### src/rtl/control_sequencer.sv
// control_sequencer: microcoded T-state sequencer driving all control lines of the 8-bit core
module control_sequencer #(
  parameter int OP_W      = 4,
  parameter int STEP_W    = 3,
  parameter int EARLY_END = 1
) (
  input  logic              clk,
  input  logic              rst,
  input  logic [OP_W-1:0]   opcode,
  input  logic              zf,
  input  logic              cf,
  output logic              hlt,
  output logic              mi,
  output logic              ri,
  output logic              ro,
  output logic              io,
  output logic              ii,
  output logic              ai,
  output logic              ao,
  output logic              eo,
  output logic              su,
  output logic              fi,
  output logic              bi,
  output logic              oi,
  output logic              ce,
  output logic              co,
  output logic              j,
  output logic [STEP_W-1:0] step,
  output logic              halted
);
  localparam logic [3:0] NOP = 4'h0, LDA = 4'h1, ADD = 4'h2, SUB = 4'h3, STA = 4'h4, LDI = 4'h5,
                         JMP = 4'h6, JC = 4'h7, JZ = 4'h8, OUT = 4'hE, HLT = 4'hF;
  localparam logic [15:0] C_HLT = 16'h8000, C_MI = 16'h4000, C_RI = 16'h2000, C_RO = 16'h1000,
                          C_IO = 16'h0800, C_II = 16'h0400, C_AI = 16'h0200, C_AO = 16'h0100,
                          C_EO = 16'h0080, C_SU = 16'h0040, C_FI = 16'h0020, C_BI = 16'h0010,
                          C_OI = 16'h0008, C_CE = 16'h0004, C_CO = 16'h0002, C_J  = 16'h0001;
  logic [3:0] op;
  logic [STEP_W-1:0] last;
  logic [15:0] c;
  assign op = opcode[3:0];
  // last active step of the current instruction, used to end short instructions early
  always_comb
    last = (op == ADD || op == SUB) ? STEP_W'(4) :
           (op == LDA || op == STA) ? STEP_W'(3) :
           (op inside {LDI, JMP, JC, JZ, OUT, HLT}) ? STEP_W'(2) : STEP_W'(1);
  // step counter and halt latch; halt freezes the counter at T2 until reset
  always_ff @(posedge clk)
    if (rst) begin
      step   <= '0;
      halted <= 1'b0;
    end else if (!halted) begin
      if (step > STEP_W'(4)) step <= STEP_W'(1);
      else if (step == STEP_W'(2) && op == HLT) halted <= 1'b1;
      else if ((EARLY_END != 0 && step == last) || step == STEP_W'(4)) step <= '0;
      else step <= step + STEP_W'(1);
    end
  // microcode decode; reset silences every line so nothing drives the bus
  always_comb begin
    c = '0;
    if (rst) c = '0;
    else if (halted) c = C_HLT;
    else
      case (step)
        STEP_W'(1): c = C_RO | C_II | C_CE;
        STEP_W'(2):
          case (op)
            LDA, ADD, SUB, STA: c = C_IO | C_MI;
            LDI:                c = C_IO | C_AI;
            JMP:                c = C_IO | C_J;
            JC:                 c = cf ? C_IO | C_J : C_IO;
            JZ:                 c = zf ? C_IO | C_J : C_IO;
            OUT:                c = C_AO | C_OI;
            HLT:                c = C_HLT;
            default:            c = '0;
          endcase
        STEP_W'(3):
          case (op)
            LDA:      c = C_RO | C_AI;
            ADD, SUB: c = C_RO | C_BI;
            STA:      c = C_AO | C_RI;
            default:  c = '0;
          endcase
        STEP_W'(4):
          c = (op == ADD) ? C_EO | C_AI | C_FI :
              (op == SUB) ? C_EO | C_AI | C_FI | C_SU : '0;
        default: c = C_CO | C_MI;
      endcase
  end
  assign {hlt, mi, ri, ro, io, ii, ai, ao, eo, su, fi, bi, oi, ce, co, j} = c;
endmodule
### config.mk
export PLATFORM = sky130hd
export DESIGN_NAME = control_sequencer
export DESIGN_NICKNAME = d
export VERILOG_FILES = /design/src/rtl/control_sequencer.sv
export SDC_FILE = /design/constraint.sdc
export NUM_CORES = 1
export LEC_CHECK = 0
export ABC_AREA = 1
export CAP_MARGIN = 20
export CORE_MARGIN = 2
export CORE_UTILIZATION = 40
export CTS_CLUSTER_DIAMETER = 50
export DETAILED_ROUTE_END_ITERATION = 7
export PLACE_DENSITY_LB_ADDON = 0.25
export SYNTH_ARGS = -nofsm -noshare
export SYNTH_HDL_FRONTEND = slang
export SYNTH_SLANG_ARGS = --single-unit
### constraint.sdc
create_clock -name clk -period 1.8 [get_ports clk]
set_input_delay 0.27 -clock clk [delete_from_list [all_inputs] [get_ports clk]]
set_output_delay 0.27 -clock clk [all_outputs]
set_load 0.05 [all_outputs]
==> impl_metrics.toml, run 1 <==
[status]
result_of_the_run = "aborted with a tool error"
flow.stopped_at = "clock tree synthesis (4_1_cts)"
error_line = "[ERROR DPL-0038] Utilization greater than 100%, impossible to legalize"

[synth]
synth-edff-count = 0
synth-async-reset-ratio_pct = 0
synthTopCellsByCount = "15 x sky130_fd_sc_hd__nand2_1, 11 x sky130_fd_sc_hd__inv_1, 11 x sky130_fd_sc_hd__nor2_1"
syn_inst = 96
synth_area_per_cell_um2 = 6.15
seq_area_frac_synth_pct = 13.6
post_synthesis_net_count = 109
mappedNetlistArea_um2 = 591
yosys.area.top_type = "sky130_fd_sc_hd__dfxtp_1"
ys_dominant_reg_cell = "sky130_fd_sc_hd__dfxtp_1"
synth_largest_type_area_fraction_pct = 13.6
synth_cell_types = 23
yosys.cell_count.top_type = "sky130_fd_sc_hd__nand2_1"
area_contributors_post_synth = "sky130_fd_sc_hd__dfxtp_1 14%, sky130_fd_sc_hd__ha_1 11%, sky130_fd_sc_hd__nand2_1 9.5%"
synth-warning-count = 0
ys_ff_latch = 4

[clocking]
holdBufCountCts = 0
post_cts.resized_instances = 48
h_tree_level_count = 1
clock-sinks = 4
cts.root.buffer_cell = "sky130_fd_sc_hd__clkbuf_4"
clockBufferDepth = 2
postCtsSetupRepairBufs = 5
cts-buffers-inserted = 3

[die]
placementRows = 13
initial_utilization_pct = 44.3
die_y_um = 42.4
pin_count = 28
die_w_um = 42.4

[placed_design]
portBuffers = 27
gpl_wtd_cong = 0.925
hpwl_mm = 2.15
[metrics by stage]
step / std cells / setup TNS (ns) / cell area [um2] / setup slack (ns) / util, %
2_1_floorplan: 96 / -0.0607 / 703 / -0.0394 / -
3_3_place_gp: 152 / -0.608 / 1250 / -0.105 / 93.4
3_5_place_dp: 152 / -1.83 / 1250 / -0.181 / 93.4
[logic make-up after synthesis]
| logic type | Yosys count | share of synthesized area (%) |
|---|---|---|
| AOI/OAI and AO/OA | 18 | 20.8 |
| xor gates and xnor gates | 1 | 1.48 |
| adders and majority gates | 5 | 10.6 |
| buffers and inverters | 18 | 12.7 |
| DFF | 4 | 13.6 |
| and+or+nand+nor | 50 | 40.9 |
==> inputs of run 2 (changes only) <==
--- a/config.mk
+++ b/config.mk
@@ -7,11 +7,10 @@
 export LEC_CHECK = 0
 export ABC_AREA = 1
 export CAP_MARGIN = 20
-export CORE_MARGIN = 2
-export CORE_UTILIZATION = 40
-export CTS_CLUSTER_DIAMETER = 50
+export CORE_AREA = 2 2 63 65
 export DETAILED_ROUTE_END_ITERATION = 7
-export PLACE_DENSITY_LB_ADDON = 0.25
+export DIE_AREA = 0 0 65 67
+export PLACE_DENSITY_LB_ADDON = 0.15
 export SYNTH_ARGS = -nofsm -noshare
 export SYNTH_HDL_FRONTEND = slang
 export SYNTH_SLANG_ARGS = --single-unit
==> run 2 against run 1 <==
Compared with the run above:
- the flow now finishes, with violations (setup timing)
- synthesized cell count unchanged
- area after synthesis unchanged
==> impl_metrics.toml, run 2 <==
[status]
result_of_the_run = "complete, but fails checks"
violated_checks = "setup timing"

[finish]
number_of_inserted_filler_cells_in_the_final_layout = 362
layout.cells.most_common_list = "24 x sky130_fd_sc_hd__buf_4, 17 x sky130_fd_sc_hd__buf_12, 12 x sky130_fd_sc_hd__nand2_1, 8 x sky130_fd_sc_hd__inv_1, 8 x sky130_fd_sc_hd__nand3_1"
nNetsFinal = 163
layout-drive-gt1-share_pct = 64.9
largest_registers = "step x3, halted x1"
largest_reg_flops = 3
post-route-util_pct = 43.4
area_growth_syn_to_layout_pct = 165
multi_input_area_um2 = 682
top_register = "step"
layout.area.seq_um2 = 88.8
most_frequent_standard_cell_in_the_layout_excluding_fill_and_tap_cells = "sky130_fd_sc_hd__buf_4"
antenna-diode-count = 0

[setup_path]
critPathArrivalTime_ns = 1.55
startpoint_type = "flip-flop"
required_ns = 1.53
setup.worst_path.class = "flip-flop to output port"
endpoint_type_of_the_worst_setup_path = "output port"
timing.rr.start = "step[1]$_SDFFE_PP0P_"
largest_fanout_of_any_net_on_the_critical_path = 7
worstReg2RegEnd = "step[1]$_SDFFE_PP0P_"
rrSetupSlack_ns = 0.36
ff2ff_path_depth = 8

[drt]
post-route-drc-count = 0
routed_wl_mm = 2.24
first_pass_iters = 4
route.antenna.remaining_nets = 0
via_count = 809
detail_route.wl_per_cell_um = 11.4
vias_per_cell = 4.13
drtIter0Drc = 24

[synth]
synth-async-reset-ratio_pct = 0
syn_inst = 96
synth_largest_type_area_fraction_pct = 13.6
synth_cell_types = 23
ys_ff_latch = 4
synth-warning-count = 0
post_synthesis_net_count = 109
area_contributors_post_synth = "sky130_fd_sc_hd__dfxtp_1 14%, sky130_fd_sc_hd__ha_1 11%, sky130_fd_sc_hd__nand2_1 9.5%"
seq_area_frac_synth_pct = 13.6
synthTopCellsByCount = "15 x sky130_fd_sc_hd__nand2_1, 11 x sky130_fd_sc_hd__inv_1, 11 x sky130_fd_sc_hd__nor2_1"
synth_area_per_cell_um2 = 6.15
synth-edff-count = 0
yosys.area.top_type = "sky130_fd_sc_hd__dfxtp_1"
ys_dominant_reg_cell = "sky130_fd_sc_hd__dfxtp_1"
yosys.cell_count.top_type = "sky130_fd_sc_hd__nand2_1"
mappedNetlistArea_um2 = 591

[timing]
timing.max_slew.rel_slack_pct = 82.1
hold_slack_final_ns = 0.473
finalSetupViolations = 2
tightestPinTransition_ns = 0.268
hold_viol_final = 0
post-route-period-util_pct = 101
setup_ws_ns = -0.0188
timing.setup.tns_ns = -0.0245
final.setup_skew_ns = 0.00250
grt_setup_unrepaired = "true"
final_period_minus_worst_setup_slack_ns = 1.82
max_clock_freq_mhz = 550
maxSlewViolCount = 0

[clocking]
clock-sinks = 4
clockBufferDepth = 2
h_tree_level_count = 1
worst_skew_pair.late_latency_ns = 0.22
cts-buffers-inserted = 3
tritoncts = "built"
holdBufCountCts = 0
cts.root.buffer_cell = "sky130_fd_sc_hd__clkbuf_8"
worst_setup_hold_path_clk_slew_ns = 0.03

[die]
die_w_um = 65
initial_utilization_pct = 16.4
die_y_um = 67
die_area_mm2 = 0.00436
placementRows = 22
core_area_mm2 = 0.00361
pin_count = 28

[global_route]
grt_pass1_vias = 838
grt_pass1_wl_mm = 3.75
grt_start_max_net_pins = 8
grt_usage_pct = 11.2
globalRoute.totalOverflow = 0
antenna_violations_before_repair = 0

[min_path]
whs_path_depth = 3
hold_path.class = "input port to flip-flop"
worst_hold_path.endpoint = "halted$_SDFF_PP0_"
worst_hold_startpoint = "rst"

[flow_run]
drv.max_cap_violation_count = 0

[placed_design]
dp_slack_ns = -0.173
gpl_wtd_cong = 0.778
portBuffers = 27
hpwl_mm = 1.77

[power]
peakVddDrop_mv = 0.469
p_leak_nw = 0.642
cellPowerDensity_mw_per_mm2 = 758
[run 2: cell counts after synthesis]
Identical to the previous run, type by type.
[run 2: kinds of logic after synthesis]
kind of cell | Yosys count | share of synthesized area, %
simple gates | 50 | 40.9
compound gates | 18 | 20.8
buf+inv | 18 | 12.7
fa+ha+maj | 5 | 10.6
flops | 4 | 13.6
xor+xnor | 1 | 1.48
[run 2: worst max-delay path by stage]
stage	from	endpoint	cells after the start
floorplan	halted$_SDFF_PP0_	io	3
global placement	opcode[1]	su	7
detailed placement	opcode[1]	su	7
CTS	step[0]$_SDFFE_PP0P_	bi	6
global route	step[0]$_SDFFE_PP0P_	bi	7
finish	step[0]$_SDFFE_PP0P_	bi	7
[run 2: critical path: stages, from the launching register on]
cell and delay (ns):
sky130_fd_sc_hd__dfxtp_4 0.38, sky130_fd_sc_hd__inv_6 0.09, sky130_fd_sc_hd__ha_4 0.14, sky130_fd_sc_hd__nand2_2 0.08, sky130_fd_sc_hd__nand3_4 0.14, sky130_fd_sc_hd__nand2_8 0.11
sky130_fd_sc_hd__nor3_4 0.23, sky130_fd_sc_hd__buf_12 0.16
[run 2: timing repair]
item,4_1_cts,5_1_grt
setup endpoints to repair,13,15
resized for setup,18,21
pin swaps,10,12
setup buffers,2,4
[run 2: per-stage QoR]
| stage | cell area [um2] | instances | power (mW) |
|---|---|---|---|
| CTS | 1410 | 192 | 1.05 |
| global placement | 1300 | 187 | 0.773 |
| global route | 1570 | 196 | 1.27 |
| floorplan | 703 | 96 | 0.529 |
| detailed placement | 1300 | 187 | 0.775 |
| finish | 1570 | 196 | 1.19 |
[run 2: power breakdown]
group          total (mW)  switching (mW)  leakage, nW  internal (mW)
Clock               0.189          0.0461       0.0216          0.143
Combinational       0.846           0.465        0.586          0.381
Sequential          0.152          0.0412       0.0345          0.111
[run 2: area by class of cell]
type                            instances  share of cell area (%)
Multi-Input combinational cell         74                    43.6
Timing Repair Buffer                   51                    39.7
Sequential cell                         4                    5.68
Inverter                               16                    4.56
Tap cell                               48                    3.84
Clock buffer                            3                    2.64
[run 2: metal layers]
layer  part of all wire [%]  track usage, %  up-vias
met5                      0               0        -
met1                     45            13.4      370
met3                    3.3            2.03        0
li1                       -               -      421
met4                      0            3.19        0
met2                     52            20.1       18
Note: power is estimated with default switching activity, not from simulation.
